### src/rtl/time_uart_reporter.sv
// Serialises a snapshot of the four clock digits as the ASCII frame "DD:DD\r\n" on an 8N1 UART.
// One frame per accepted SEND; a SEND that arrives during a frame is dropped and flagged on OVERRUN.
module time_uart_reporter #(
    parameter int CLK_HZ = 50_000_000,
    parameter int BAUD   = 9600,
    parameter int CNT_W  = 13
) (
    input  logic       M_CLOCK,
    input  logic       M_RESET,
    input  logic [2:0] DIGIT_ONE,
    input  logic [3:0] DIGIT_TWO,
    input  logic [2:0] DIGIT_THREE,
    input  logic [3:0] DIGIT_FOUR,
    input  logic       SEND,
    output logic       TX,
    output logic       BUSY,
    output logic       FRAME_DONE,
    output logic       OVERRUN
);

    localparam int CLKS_PER_BIT = CLK_HZ / BAUD;
    localparam logic [CNT_W-1:0] LAST_CNT = CNT_W'(CLKS_PER_BIT - 1);

    typedef enum logic [1:0] {IDLE, START, DATA, STOP} state_t;

    state_t           state_r;
    logic [CNT_W-1:0] baud_cnt_r;
    logic [2:0]       bit_idx_r;
    logic [2:0]       byte_idx_r;
    logic [7:0]       shift_r;
    logic [15:0]      snap_r;
    logic             tx_r;
    logic             busy_r;
    logic             frame_done_r;
    logic             overrun_r;
    logic [7:0]       cur_byte_s;
    logic             bit_end_s;

    // Out-of-range digits are shown as '?' so a corrupt core value is visible on the terminal.
    function automatic logic [7:0] digit_ascii(input logic [3:0] d, input logic [3:0] max_d);
        logic [7:0] c;
        if (d > max_d) begin
            c = 8'h3F;
        end else begin
            c = 8'h30 + {4'h0, d};
        end
        return c;
    endfunction

    // Character of the frame currently being sent, taken only from the snapshot.
    always_comb begin
        cur_byte_s = 8'h3F;
        case (byte_idx_r)
            3'd0:    cur_byte_s = digit_ascii(snap_r[15:12], 4'd6);
            3'd1:    cur_byte_s = digit_ascii(snap_r[11:8], 4'd9);
            3'd2:    cur_byte_s = 8'h3A;
            3'd3:    cur_byte_s = digit_ascii(snap_r[7:4], 4'd5);
            3'd4:    cur_byte_s = digit_ascii(snap_r[3:0], 4'd9);
            3'd5:    cur_byte_s = 8'h0D;
            3'd6:    cur_byte_s = 8'h0A;
            default: cur_byte_s = 8'h3F;
        endcase
    end

    assign bit_end_s = (baud_cnt_r == LAST_CNT);

    // Frame sequencer: bit timing, byte stepping and all registered outputs.
    always_ff @(posedge M_CLOCK) begin
        if (M_RESET) begin
            state_r      <= IDLE;
            baud_cnt_r   <= '0;
            bit_idx_r    <= 3'd0;
            byte_idx_r   <= 3'd0;
            shift_r      <= 8'h00;
            snap_r       <= 16'h0000;
            tx_r         <= 1'b1;
            busy_r       <= 1'b0;
            frame_done_r <= 1'b0;
            overrun_r    <= 1'b0;
        end else begin
            frame_done_r <= 1'b0;
            overrun_r    <= SEND && busy_r;
            case (state_r)
                IDLE: begin
                    tx_r <= 1'b1;
                    if (SEND) begin
                        snap_r     <= {1'b0, DIGIT_ONE, DIGIT_TWO, 1'b0, DIGIT_THREE, DIGIT_FOUR};
                        state_r    <= START;
                        tx_r       <= 1'b0;
                        busy_r     <= 1'b1;
                        baud_cnt_r <= '0;
                        bit_idx_r  <= 3'd0;
                        byte_idx_r <= 3'd0;
                    end
                end
                START: begin
                    if (bit_end_s) begin
                        baud_cnt_r <= '0;
                        state_r    <= DATA;
                        bit_idx_r  <= 3'd0;
                        tx_r       <= cur_byte_s[0];
                        shift_r    <= {1'b0, cur_byte_s[7:1]};
                    end else begin
                        baud_cnt_r <= baud_cnt_r + CNT_W'(1);
                    end
                end
                DATA: begin
                    if (bit_end_s) begin
                        baud_cnt_r <= '0;
                        if (bit_idx_r == 3'd7) begin
                            state_r <= STOP;
                            tx_r    <= 1'b1;
                        end else begin
                            bit_idx_r <= bit_idx_r + 3'd1;
                            tx_r      <= shift_r[0];
                            shift_r   <= {1'b0, shift_r[7:1]};
                        end
                    end else begin
                        baud_cnt_r <= baud_cnt_r + CNT_W'(1);
                    end
                end
                STOP: begin
                    if (bit_end_s) begin
                        baud_cnt_r <= '0;
                        if (byte_idx_r == 3'd6) begin
                            state_r      <= IDLE;
                            busy_r       <= 1'b0;
                            frame_done_r <= 1'b1;
                        end else begin
                            byte_idx_r <= byte_idx_r + 3'd1;
                            state_r    <= START;
                            tx_r       <= 1'b0;
                        end
                    end else begin
                        baud_cnt_r <= baud_cnt_r + CNT_W'(1);
                    end
                end
                default: begin
                    state_r <= IDLE;
                    tx_r    <= 1'b1;
                    busy_r  <= 1'b0;
                end
            endcase
        end
    end

    assign TX         = tx_r;
    assign BUSY       = busy_r;
    assign FRAME_DONE = frame_done_r;
    assign OVERRUN    = overrun_r;

endmodule
### config.mk
export PLATFORM = sky130hd
export DESIGN_NAME = time_uart_reporter
export DESIGN_NICKNAME = d
export VERILOG_FILES = /design/src/rtl/time_uart_reporter.sv
export SDC_FILE = /design/constraint.sdc
export NUM_CORES = 1
export LEC_CHECK = 0
export CORE_AREA = 4 4 78 80
export DETAILED_ROUTE_END_ITERATION = 12
export DIE_AREA = 0 0 82 84
export DONT_BUFFER_PORTS = 1
export GPL_TIMING_DRIVEN = 0
export PLACE_DENSITY = 0.64
export SLEW_MARGIN = 30
export SYNTH_ARGS = -nofsm -noshare
export SYNTH_HDL_FRONTEND = slang
export SYNTH_SLANG_ARGS = --single-unit
### constraint.sdc
create_clock -name M_CLOCK -period 2.4 [get_ports M_CLOCK]
set_input_delay 0.24 -clock M_CLOCK [delete_from_list [all_inputs] [get_ports M_CLOCK]]
set_output_delay 0.24 -clock M_CLOCK [all_outputs]
set_load 0.01 [all_outputs]
== Word level (Yosys, flattened, before mapping) ==
Cells that the tools add are included.
Storage, ports and cells
  output and inout port bits: 4
  word-level logic and storage cells: 96
  bits in registers: 47
Operators by class
  bitwise logic cells: 2
  mux-type cells: 39
  reductions and logical operators: 15
  eq/ne operators: 19
  order comparisons: 4
  $add $sub $neg: 7
Operators with widths (number)
  case mux 8 bit (7 select lines): 1
  two-way mux 7 bit: 4
  two-way mux 13 bit: 2
  case mux 13 bit (2 select lines): 1
  two-way mux 8 bit: 3
  two-way mux 3 bit: 6
  inequality test 2 bit, second input constant: 8
  case mux 8 bit (2 select lines): 1
  AND reduction 4 bit: 4
  adder 6 x 3 -> 7 bit, first input constant: 2
  adder 6 x 4 -> 7 bit, first input constant: 2
  adder 13 x 1 -> 13 bit, second input constant: 1
  == test 13 bit, second input constant: 1
  == test 3 bit, second input constant: 4
  two-way mux 1 bit: 11
  two-way mux 2 bit: 5
  AND reduction 5 bit: 2
  case mux 3 bit (3 select lines): 1
  > comparator 4 bit, second input constant: 2
  case mux 2 bit (4 select lines): 1
  adder 3 x 1 -> 3 bit, second input constant: 2
  == test 3 x 2 -> 1 bit, second input constant: 2
  > comparator 3 bit, second input constant: 2
  case mux 3 bit (2 select lines): 1
  other kinds (13): 17

== Logic depth before layout (Yosys ltp) ==
Gate-level depths: netlist of the first run.
  depth after elaboration: 5
  gate-level depth with buffers: 7
  gate-level depth less buffers: 6

== Worst setup path before layout of the first run ==
No wires, ideal clock.
  kind: register to register
  from: reg baud_cnt_r[5]
  to: reg bit_idx_r[1]
  arrival time: 1.691 ns
  setup time: 0.117 ns
  setup slack: 0.592 ns
  cell stages (with the launch flop): 6
  cell sequence: dfxtp_1 > buf_6 > nor4b_4 > nand3_4 > a221o_1 > a32o_1
Between the ends
  cells in the longest elaborated chain, start to end: 3
Ends and longest elaborated chain
  start: declaration: RTL line 27  | logic [CNT_W-1:0] baud_cnt_r;
  start signal: assignment: RTL line 104  | baud_cnt_r <= baud_cnt_r + CNT_W'(1);
  start signal: assignment: RTL line 119  | baud_cnt_r <= baud_cnt_r + CNT_W'(1);
  start signal: assignment: RTL line 135  | baud_cnt_r <= baud_cnt_r + CNT_W'(1);
  == test 13 bit *: RTL line 65  | assign bit_end_s = (baud_cnt_r == LAST_CNT);
  inequality test 2 bit (no source line)
  AND reduction 5 bit (no source line) *
  end signal: assignment: RTL line 114  | bit_idx_r <= bit_idx_r + 3'd1;
  end: declaration: RTL line 28  | logic [2:0] bit_idx_r;
Mark *: on every way between the ends. The rest lies on a longest branch, timed or not.
A chain may end at the register's enable or synchronous reset.

== Worst setup path after layout of the first run ==
  from: reg state_r[0]
  to: reg baud_cnt_r[6]
Between the ends
  cells in the longest elaborated chain, start to end: 3
Ends and longest elaborated chain
  start: declaration: RTL line 26  | state_t state_r;
  start signal: assignment: RTL line 70  | state_r <= IDLE;
  start signal: assignment: RTL line 88  | state_r <= START;
  start signal: assignment: RTL line 99  | state_r <= DATA;
  == test 2 bit / == test 2 x 1 -> 1 bit (equally long branches): RTL line 83  | case (state_r)
  OR reduction 3 bit (no source line)
  case mux 13 bit (2 select lines): RTL line 83
Several ways; a longest one is shown, not always the timed one.

==> flow_summary_export.csv, run 1 <==
group,metric,value,unit
run_status,status,"complete, no violations",
die,die_x,82,um
yosys,yosysUniqueCellTypes,49,
placed_design,dp_hpwl,4170,um
yosys,synth_top_area_cell,"dfxtp_1",
cts,clk_latency,0.29,ns
yosys,yosys_warnings,0,
layout,antenna_cells,0,
cts,clockBufferDepth,2,
placed_design,dpl_worst_slack,0.355,ns
cts,ctsHtreeMaxLevel,2,
yosys,synth.avg_cell_area,7.91,um^2
grt,first_global_vias,1993,
drt,vias,2164,
drt,wl_per_cell,14.7,um
sta,drv_slew,0,
sta,fin_crit_sh,89.3,%
cts,cts_setup_buffers,0,
sta,whs,0.0767,ns
sta,max_freq,466,MHz
drt,drt_pass1_iterations,4,
grt,grt_first_pass_wirelength,9640,um
pwr,leakagePower,0.877,nW
yosys,yosysMostFrequentCell,"nand2_1",
drt,routed_wl,5640,um
worst_setup_path,startpoint_type,"flip-flop",
drt,vias_per_cell,5.65,
layout,layout-drive-gt1-share,4.18,%
yosys,synth_seq_cells,44,
grt,grt_antenna_before_repair,0,
pwr,p_total,2.01,mW
cts,clock_sinks,44,
grt,gr-total-overflow,0,
cts,cts-hold-fix-buffers,0,
sta,rsz0062_at_grt,"false",
cts,clk_pin_slew_worst_paths,0.09,ns
yosys,synth_xor_area_share,1.46,%
cts,cts_root_buf,"clkbuf_8",
yosys,synth_top_cell_area_share,36.7,%
drt,dr.first_iter.drc_count,120,
sta,final_hold_viol_count,0,
drt,drc_errors,0,
grt,grt_max_degree,13,
yosys,synth_top_family_by_area,"simple AND/OR/NAND/NOR gates",
drt,ant_nets,0,
die,core_area,5410,um^2
yosys,syn_area,2400,um^2
worst_setup_path,worst-endpoint-arrival,2.37,ns
pwr,ir_worst_vdd,0.343,mV
worst_hold_path,hp-class,"input port to flip-flop",
yosys,synth_common_cells,"nand2_1, dfxtp_1, a21oi_1",
placed_design,place_congestion,0.834,
yosys,muxShareOfSynthArea,2.09,%
yosys,async_flop_share,0,%
sta,min_period,2.14,ns
yosys,syn_inst,303,
cts,cts_tree,"built",
placed_design,io_buffers,0,
worst_setup_path,crit_type,"flip-flop to flip-flop",
worst_setup_path,end_kind,"flip-flop",
yosys,synth-edff-count,0,
worst_setup_path,cp_max_fo,10,
yosys,synth_area_leaders,"dfxtp_1, nand2_1, a21oi_1",
sta,relSlewSlack,54.8,%
placed_design,placed_cell_area,2490,um^2
yosys,ys_seq_area_share,36.7,%
cts,cts_buffers,5,
yosys,synth_adder_area_share,6.26,%
yosys,ys.flop_type,"dfxtp_1",
sta,tns,0,ns
layout,final_cell_area,2580,um^2
die,start_util,44.4,%
grt,grt_usage,17.5,%
yosys,synth_compound_area_share,21.5,%
sta,worst_pin_slew,0.674,ns
yosys,synth_fp_nets,332,
die,core.rowCount,27,
layout,syn_to_final_growth,7.52,%
cts,ctsResizeCount,0,
die,dieHeight,84,um
die,io_pins,21,
pwr,power_density,779,nW/um^2
sta,layout_setup_ws,0.256,ns
yosys,synth_simple_gate_area_share,27.2,%
sta,fin_skew,0.00888,ns
die,die_area,6890,um^2
layout,fin_nets,339,
worst_setup_path,required,2.63,ns
run,maxCapViolations,0,
sta,setup_viol,0,
## final cells by class
cell class	count	area (um^2)
well taps	72	90.1
plain buffers	16	71.3
clock buffers	8	90.1
multi-input cells	232	1400
flip-flops and latches	44	881
fillers	543	2830
inverters	11	41.3
## routing by layer
metal | global-route usage, % | part of all wire [%] | vias up | wire length (um)
li1 | - | - | 1112 | -
met1 | 25.2 | 51 | 1002 | 2870
met2 | 26.0 | 44 | 43 | 2460
met3 | 4.54 | 4.7 | 7 | 263
met4 | 3.78 | 0.90 | 0 | 51
met5 | 0 | 0 | - | 0
## critical path, cell delays in order (launching register included)
cell	delay, ns
dfxtp_1	0.41
inv_1	0.12
ha_1	0.30
clkbuf_1	0.25
a311oi_1	0.59
o21ai_0	0.19
a31oi_1	0.20
## power breakdown
group	switching, mW	total (mW)	internal, mW
registers	0.0757	0.883	0.807
logic	0.406	0.642	0.235
clock network	0.247	0.482	0.235
total	0.729	2.01	1.28
## flip-flops by register name, summed over array words and instances, names as in the netlist
register and flops:
OVERRUN 1, shift_r 5, state_r 2, snap_r 14, BUSY 1, byte_idx_r 3, TX 1, baud_cnt_r 13
FRAME_DONE 1, bit_idx_r 3
## cells by family after synthesis
logic type	Yosys count
AOI/OAI and AO/OA	84
xor gates and xnor gates	4
adders and majority gates	12
buffers and inverters	27
DFF	44
muxes	5
and+or+nand+nor	127
## cells in the final DEF (no fill, tap or decap), types with 6 or more instances in the layout
master    Yosys  routed
or3_1         7       7
nor2_1       14      14
ha_1         12      12
nand2_1      55      55
inv_1        10      10
dfxtp_1      44      44
nand4_1       6       6
nand2b_1      6       6
clkbuf_8      0       6
clkbuf_1     11      13
nand3_1       9       9
o21ai_0      17      17
a21oi_1      37      37
## final timing paths
path                                    start             to  slack [ns]  cells past startpoint
worst min-delay path            DIGIT_FOUR[1]      snap_r[1]        0.08                      2
worst min register to register     shift_r[0]     shift_r[0]        0.45                      2
worst max register to register     state_r[0]  baud_cnt_r[6]        0.26                      6
worst max-delay path               state_r[0]  baud_cnt_r[6]        0.26                      6
## through the flow
step	util [%]	cells
global route	47.7	383
detailed placement	46.0	375
global placement	46.0	375
finish	47.7	383
floorplan	-	303
CTS	47.7	383
Power figures use the tool's default switching activity.
==> inputs of run 2 (changes only) <==
--- a/config.mk
+++ b/config.mk
@@ -5,12 +5,13 @@
 export SDC_FILE = /design/constraint.sdc
 export NUM_CORES = 1
 export LEC_CHECK = 0
-export CORE_AREA = 4 4 78 80
+export CORE_AREA = 4 4 83 85
 export DETAILED_ROUTE_END_ITERATION = 12
-export DIE_AREA = 0 0 82 84
+export DIE_AREA = 0 0 87 89
 export DONT_BUFFER_PORTS = 1
 export GPL_TIMING_DRIVEN = 0
-export PLACE_DENSITY = 0.64
+export MAX_ROUTING_LAYER = met4
+export PLACE_DENSITY = 0.58
 export SLEW_MARGIN = 30
 export SYNTH_ARGS = -nofsm -noshare
 export SYNTH_HDL_FRONTEND = slang
==> constraint.sdc (replaced) <==
create_clock -name M_CLOCK -period 2 [get_ports M_CLOCK]
set_input_delay 0.2 -clock M_CLOCK [delete_from_list [all_inputs] [get_ports M_CLOCK]]
set_output_delay 0.2 -clock M_CLOCK [all_outputs]
set_load 0.01 [all_outputs]
==> run 2 against run 1 <==
Net effect: worst hold slack got worse by 0.056 ns; utilization down 4.5 points; non-clock buffer count is 2 higher; sequential share of layout area down 1.3 points; clock skew grew 0.0043 ns; first-iteration DRC count is the same; count of clock-buffer cells in the layout decreased by 1; cell area up 4.0%; clock power is 26% higher; highest routed layer unchanged.
==> flow_summary_export.csv, run 2 (same netlist as run 1, synthesis figures left out) <==
group,metric,value,unit
run_status,status,"complete, no violations",
cts,ctsHtreeMaxLevel,2,
layout,final_common_cell,"nand2_1",
worst_setup_path,rr_worst_depth,6,
grt,first_global_vias,2123,
die,die_x,87,um
worst_setup_path,worstPathCellList,"ha_2, and4b_1, buf_6, nand3_4, a221o_1, a32o_1",
cts,clk_latency,0.30,ns
worst_setup_path,crit_end,"bit_idx_r[2]",
placed_design,io_buffers,0,
placed_design,dpl_worst_slack,-0.0972,ns
pwr,ir_worst_vdd,0.474,mV
layout,largest_reg_flops,14,
sta,layout_setup_ws,0.110,ns
layout,final_cell_mix,"nand2_1, dfxtp_1, a21oi_1, o21ai_0, nor2_1",
drt,wl_per_cell,15.2,um
sta,fin_crit_sh,94.5,%
grt,grt_usage,17.1,%
sta,setup_viol,0,
sta,drv_slew,0,
layout,fill_cells,664,
sta,max_freq,529,MHz
worst_setup_path,reg2reg_setup_slack,0.11,ns
layout,top_register,"snap_r",
layout,reg_top3,"snap_r x14, baud_cnt_r x13, shift_r x5",
grt,grt_antenna_before_repair,0,
drt,dr.first_iter.drc_count,120,
layout,layout-drive-gt1-share,10.5,%
cts,clk_pin_slew_worst_paths,0.09,ns
sta,rsz0062_at_grt,"false",
worst_setup_path,end_kind,"flip-flop",
die,dieHeight,89,um
worst_hold_path,min_from,"DIGIT_FOUR[2]",
worst_setup_path,required,2.20,ns
worst_setup_path,worst_path_largest_cell_delay,0.41,ns
grt,grt_first_pass_wirelength,10300,um
die,die_area,7740,um^2
worst_setup_path,r2r_end,"bit_idx_r[2]",
cts,cts_root_buf,"clkbuf_8",
sta,relSlewSlack,64.5,%
placed_design,dp_hpwl,4310,um
worst_setup_path,cp_max_fo,10,
drt,vias_per_cell,5.54,
pwr,power_density,938,nW/um^2
die,start_util,38.6,%
layout,syn_to_final_growth,11.8,%
worst_setup_path,crit_cells,6,
grt,grt_max_degree,14,
worst_setup_path,worst-endpoint-arrival,2.09,ns
drt,ant_nets,0,
drt,drc_errors,0,
cts,clock_sinks,44,
worst_setup_path,crit_type,"flip-flop to flip-flop",
drt,drt_pass1_iterations,4,
cts,cts_buffers,5,
layout,antenna_cells,0,
pwr,p_total,2.52,mW
worst_setup_path,cp_top_family,"compound AO/OA/AOI/OAI gates",
worst_setup_path,cpMaxStageDelayCell,"a221o_1",
worst_setup_path,crit_path_start,"baud_cnt_r[0]",
layout,fin_nets,341,
run,maxCapViolations,0,
sta,fin_skew,0.0132,ns
cts,clockBufferDepth,2,
sta,whs,0.0209,ns
grt,gr-total-overflow,0,
pwr,leakagePower,0.900,nW
worst_setup_path,startpoint_type,"flip-flop",
worst_setup_path,critPathBufInv,1,
die,core_area,6200,um^2
die,core.rowCount,29,
drt,routed_wl,5920,um
worst_setup_path,worstReg2RegStart,"baud_cnt_r[0]",
worst_hold_path,hp-class,"input port to flip-flop",
placed_design,place_congestion,0.894,
cts,cts_tree,"built",
drt,vias,2162,
sta,final_hold_viol_count,0,
die,io_pins,21,
sta,min_period,1.89,ns
sta,worst_pin_slew,0.532,ns
## run 2: cell types whose count changed in the layout (fill, tap and decap cells not counted), sizes merged
cell      previous run  this run
buf                  5         8
clkbuf              19        17
clkinvlp             0         1
## run 2: how the worst min path moves through the flow
stage / to / slack, ns / depth (start not counted)
6_report: snap_r[2] / 0.02 / 2
5_1_grt: snap_r[10] / 0.01 / 2
4_1_cts: snap_r[8] / 0.02 / 2
3_5_place_dp: snap_r[8] / 0.34 / 2
3_3_place_gp: snap_r[0] / 0.34 / 2
2_1_floorplan: snap_r[0] / 0.34 / 2
## run 2: area by class of cell
cell class	instances	area [um^2]	area share (%)
buffer	15	81.3	3.03
inverter	11	41.3	1.54
multi-input combinational	232	1460	54.6
clock inverter	1	7.51	0.280
sequential	44	882	32.9
clock buffer	7	86.3	3.22
tap	77	96.3	3.59
timing repair buffer	3	22.5	0.840
## run 2: per-layer routing
layer | vias to the layer above | routed length [um] | part of all wire, % | GRT usage, %
li1 | 1109 | - | - | -
met1 | 994 | 3000 | 51 | 22.9
met2 | 50 | 2590 | 44 | 26.1
met3 | 9 | 254 | 4.3 | 3.41
met4 | 0 | 78 | 1.3 | 5.10
met5 | - | 0 | 0 | -
## run 2: timing repair
| action | in CTS | in global routing |
|---|---|---|
| buffers inserted | 3 | 0 |
| pin swaps | 1 | 1 |
| setup endpoints to repair | 20 | 26 |
| hold buffers | 0 | 0 |
| resized for setup | 6 | 19 |
## run 2: stage by stage
stage	util (%)	instance area [um^2]	instances	TNS, ns
after floorplan	-	2400	303	0
after global placement	40.2	2490	380	-0.807
after detailed placement	40.2	2490	380	-1.21
after CTS	42.2	2620	391	0
after global routing	43.2	2680	390	0
final	43.2	2680	390	0
## run 2: worst register-to-register path, stage by stage, from the launching register on
cell	delay, ns
dfxtp_1	0.39
ha_2	0.23
and4b_1	0.22
buf_6	0.17
nand3_4	0.12
a221o_1	0.41
a32o_1	0.27
## run 2: power breakdown
part	switching, mW	total, mW	internal, mW
registers	0.0960	1.07	0.970
clock network	0.324	0.605	0.281
logic	0.524	0.844	0.320
